## src/rtl/instruction_fetch.sv

```systemverilog
// Instruction fetch unit with a 256-byte load-able instruction memory.
// Fetches little-endian 32-bit words starting at address 0, advances on
// accept, honours redirects, and halts after three consecutive zero words.
module instruction_fetch (
  input  logic        clk,
  input  logic        reset,
  input  logic        load_en,
  input  logic [7:0]  load_addr,
  input  logic [7:0]  load_data,
  input  logic        start,
  input  logic        redirect_valid,
  input  logic [7:0]  redirect_pc,
  input  logic        ready,
  output logic [31:0] instr,
  output logic [7:0]  pc_out,
  output logic        instr_valid,
  output logic        halted
);

  typedef enum logic [1:0] {
    IDLE,
    RUN,
    HALT
  } state_t;

  state_t      state;
  logic [7:0]  mem [256];
  logic [1:0]  nop_cnt;

  logic        accept;
  logic        is_nop;
  logic [7:0]  seq_pc;
  logic [7:0]  redir_pc;

  // Little-endian word assembled from four bytes; address wraps mod 256.
  function automatic logic [31:0] word_at(input logic [7:0] a);
    return {mem[a + 8'd3], mem[a + 8'd2], mem[a + 8'd1], mem[a]};
  endfunction

  // Handshake and next-address terms shared by the FSM.
  always_comb begin
    accept   = instr_valid & ready;
    is_nop   = (instr == '0);
    seq_pc   = pc_out + 8'd4;
    redir_pc = redirect_pc & 8'hFC;
  end

  // Byte loads are accepted only outside RUN and never during reset.
  // The FSM reads the same array on this edge, so a concurrent start
  // sees the pre-write contents.
  always_ff @(posedge clk) begin
    if (load_en && !reset && (state != RUN)) begin
      mem[load_addr] <= load_data;
    end
  end

  // Fetch FSM: registered instr/pc_out/instr_valid/halted and nop counter.
  always_ff @(posedge clk or posedge reset) begin
    if (reset) begin
      state       <= IDLE;
      instr       <= '0;
      pc_out      <= '0;
      instr_valid <= 1'b0;
      halted      <= 1'b0;
      nop_cnt     <= '0;
    end else begin
      case (state)
        IDLE, HALT: begin
          if (start) begin
            state       <= RUN;
            pc_out      <= '0;
            instr       <= word_at(8'h00);
            instr_valid <= 1'b1;
            halted      <= 1'b0;
            nop_cnt     <= '0;
          end
        end
        RUN: begin
          // Third consecutive accepted zero word wins over any redirect.
          if (accept && is_nop && (nop_cnt == 2'd2)) begin
            state       <= HALT;
            instr_valid <= 1'b0;
            halted      <= 1'b1;
            nop_cnt     <= '0;
          end else if (redirect_valid) begin
            pc_out      <= redir_pc;
            instr       <= word_at(redir_pc);
            instr_valid <= 1'b1;
            nop_cnt     <= '0;
          end else if (accept) begin
            pc_out  <= seq_pc;
            instr   <= word_at(seq_pc);
            nop_cnt <= is_nop ? nop_cnt + 2'd1 : 2'd0;
          end
        end
        default: begin
          state <= IDLE;
        end
      endcase
    end
  end

endmodule

```

## config.mk

```make
export PLATFORM = sky130hd
export DESIGN_NAME = instruction_fetch
export DESIGN_NICKNAME = d
export VERILOG_FILES = /design/src/rtl/instruction_fetch.sv
export SDC_FILE = /design/constraint.sdc
export NUM_CORES = 2
export LEC_CHECK = 0
export CORE_ASPECT_RATIO = 0.6
export CORE_MARGIN = 8
export CORE_UTILIZATION = 45
export CTS_CLUSTER_SIZE = 30
export DETAILED_ROUTE_END_ITERATION = 12
export PLACE_DENSITY = 0.72
export SYNTH_ARGS = -nofsm -noshare
export SYNTH_HDL_FRONTEND = slang
export SYNTH_SLANG_ARGS = --single-unit
```

## constraint.sdc

```tcl
create_clock -name clk -period 4.2 [get_ports clk]
set_clock_uncertainty 0.2 [all_clocks]
set_input_delay 0.84 -clock clk [delete_from_list [all_inputs] [get_ports clk]]
set_output_delay 0.84 -clock clk [all_outputs]
set_load 0.02 [all_outputs]
```

==> results by group <==
Detailed routing
  • Metal-1 WL: about 110000 um
  • Iteration count of the initial detailed-routing pass: 6
  • Post-Route WL: roughly 320000 um
  • DR iter-0 viols: 11.3k
  • DR top layer: met5
  • Antenna-violating nets left: 0
  • Met3 wire length: approximately 67000 um
  • Via/cell ratio: ~7.0
  • Routed wire length per instance: 36.5 um
  • Total number of vias: 61.7k
  • DR DRC count: 0
  • Routed met2 length: 130000 um

Die
  • Number of I/O pins: 72
  • Die width: 617 um
  • Die Height: roughly 380 um
  • Initial cell density of the core: a little under half
  • Site Rows: 132
  • Core Footprint: ~220000 um^2
  • DIE AREA: ~230000 um^2

Synth
  • Seq/Total Area, Yosys: 64.2%
  • Synthesized flop and latch total: 2092
  • Warnings from Yosys: 0
  • Yosys cell types: 54
  • Cell Area, Synth: 97600 um^2
  • Mapped Cells: 5314
  • Post-synth ARST share: 2.10%
  • Main synth FF type: edfxtp_1
  • Syn Area/Cell: 18.4 um^2
  • Post-synth EDFFs: 2048

Timing
  • WHS: 0.308 ns
  • Worst slew pin tran: approximately 1.3 ns
  • Final setup viols: 0
  • Min Tclk post-route: 4.15 ns
  • RSZ-0062 raised after global routing: false
  • Max Fclk: between 200 and 250 MHz
  • Worst relative slew slack: approximately an eighth
  • Period utilisation layout: 98.7%
  • Final Max Slew Viols: 0
  • Final Hold Fails: 0

Global routing
  • Gr usage total: a little over a quarter
  • Vias in the first global route: ~60k
  • Grt ovf: 0
  • Largest net degree at the start of global routing: 135
  • Initial antenna violation count: 16
  • First-pass GRT wire length: 455000 um

Setup path
  • Crit path launch type: flip-flop
  • Critical Path RT: 4.77 ns
  • Setup CP Type: reg -> reg
  • Crit. End Element: flip-flop
  • Critical path arrival: 4.71 ns
  • Worst-path maximum fanout: 36

Hold path
  • Hold Path Class: reg -> reg

Power and ir drop
  • PD cells: 455 nW/um^2
  • Pleak: 35.6 nW
  • Tot Pwr: ~50 mW
  • Worst VDD drop: roughly 0.38 mV

Clocking
  • Worst-Skew Late Latency: 0.83 ns
  • TritonCTS clock tree: done
  • Num CTS Buffers: 184
  • Post-CTS Setup Bufs: 0
  • Reg clk slew, reported paths: 0.07 ns
  • Clk root buf: clkbuf_16
  • Clock tree buffer depth: 4
  • Clk sinks: approximately 2.1k
  • H-tree depth: 4

Final layout
  • Final net count: 5815
  • Final core occ: 51.7%
  • Commonest non-fill, non-tap cells in the layout: edfxtp_1, mux4_2, buf_4
  • P&R area growth vs syn: 14.3%
  • Commonest non-fill, non-tap cell in the layout: edfxtp_1
  • Layout cells sized above 1: 34.6%

Placement
  • IO Port Bufs: 67
  • Routability congestion estimate: 0.974
  • HPWL after DPL: ~220000 um

Flow run
  • MaxCap Viol Count: 0

Status
  • Outcome: complete, no violations
==> logic make-up after synthesis <==
| kind of cell | synth area share [%] |
|---|---|
| AOI/OAI and AO/OA | 2.54 |
| xor gates and xnor gates | 0.0346 |
| adders and majority gates | 0.0385 |
| buffers and inverters | 2.08 |
| DFF | 64.2 |
| muxes | 25.8 |
| other | 0.00384 |
| and+or+nand+nor | 5.37 |
==> cells in the mapped netlist (3+ instances only) <==
library cell	number	area, um^2
edfxtp_1	2048	61500
mux4_2	1051	23700
nand2_1	543	2040
nor2_1	356	1340
nand3_1	190	951
clkbuf_1	185	694
buf_2	166	831
mux2i_1	88	881
a31oi_1	79	494
nand4_1	66	413
o22ai_1	57	357
mux2_2	53	597
dfrtp_1	44	1100
buf_1	38	143
a32oi_1	36	315
a21oi_1	33	165
buf_4	31	233
a22o_1	30	263
a211oi_1	23	173
and2_1	18	113
nor3_1	17	85.1
a2111oi_0	16	140
nor2b_1	16	100
a22oi_1	15	113
o221ai_1	14	123
o21ai_0	13	65.1
nand2b_1	11	68.8
buf_6	9	101
nor4_1	9	56.3
o211ai_1	9	67.6
a221o_1	8	80.1
inv_1	5	18.8
a221oi_1	4	35.0
and3_1	3	18.8
ha_1	3	37.5
or2_2	3	18.8
==> registers in the layout, summed over array words and instances, names as in the netlist <==
| signal | count |
|---|---|
| halted | 1 |
| instr | 32 |
| instr_valid | 1 |
| mem | 2048 |
| nop_cnt | 2 |
| pc_out | 6 |
| state | 2 |
==> metrics by stage <==
| step | TNS, ns | setup slack, ns | area (um^2) | instances |
|---|---|---|---|---|
| 2_1_floorplan | 0 | 0.000242 | 97600 | 5315 |
| 3_3_place_gp | -0.220 | -0.167 | 106000 | 8477 |
| 3_5_place_dp | -0.118 | -0.0804 | 106000 | 8477 |
| 4_1_cts | 0 | 0.0785 | 111000 | 8804 |
| 5_1_grt | 0 | 0.0590 | 111000 | 8804 |
| 6_report | 0 | 0.0545 | 112000 | 8818 |
==> final timing paths <==
check                           slack [ns]        from          to  depth (start not counted)
min in group asynchronous             0.32       reset      halted                          3
worst max register to register        0.05   pc_out[2]   instr[15]                          9
worst min-delay path                  0.31  nop_cnt[0]  nop_cnt[0]                          1
worst min register to register        0.31  nop_cnt[0]  nop_cnt[0]                          1
worst max-delay path                  0.05   pc_out[2]   instr[15]                          9
max in group asynchronous             2.97       reset   pc_out[2]                          3
==> timing repair <==
| action | 4_1_cts | 5_1_grt |
|---|---|---|
| hold buffers | 0 | 0 |
| cloned | 0 | 0 |
| gates resized for setup | 1 | 2 |
| endpoints found under the setup margin | 1 | 2 |
==> area by class of cell <==
type / instances / area, um^2
Antenna cell: 14 / 35.0
Tap cell: 2881 / 3600
Clock inverter: 107 / 903
Clock buffer: 220 / 4830
Fill cell: 16700 / 104000
Sequential cell: 2092 / 62600
Inverter: 8 / 31.3
Timing Repair Buffer: 710 / 6430
Multi-Input combinational cell: 2786 / 33100
==> power breakdown <==
group | switching, mW | total (mW) | internal [mW] | leakage [nW]
logic | 6.38 | 10.7 | 4.30 | 13.9
registers | 0.187 | 23.2 | 23.0 | 18.9
clock network | 7.79 | 16.9 | 9.12 | 2.83
total | 14.4 | 50.8 | 36.4 | 35.6
==> layer usage <==
layer  up-vias  global-route usage, %
met5         -                   1.22
met4        12                   7.61
met3       698                   16.0
met2      5745                   36.1
met1     32000                   37.4
li1      23200                      -
==> worst max-delay path: stages, from the launching register on <==
cell and delay [ns]:
dfrtp_4 0.45, buf_12 0.24, nand3_1 0.41, or3_1 0.53, a21o_2 0.45, buf_12 0.26
a31oi_1 0.28, nand3_1 0.59, nand4_1 0.41, a22o_1 0.18
(Power assumes the default switching activity.)
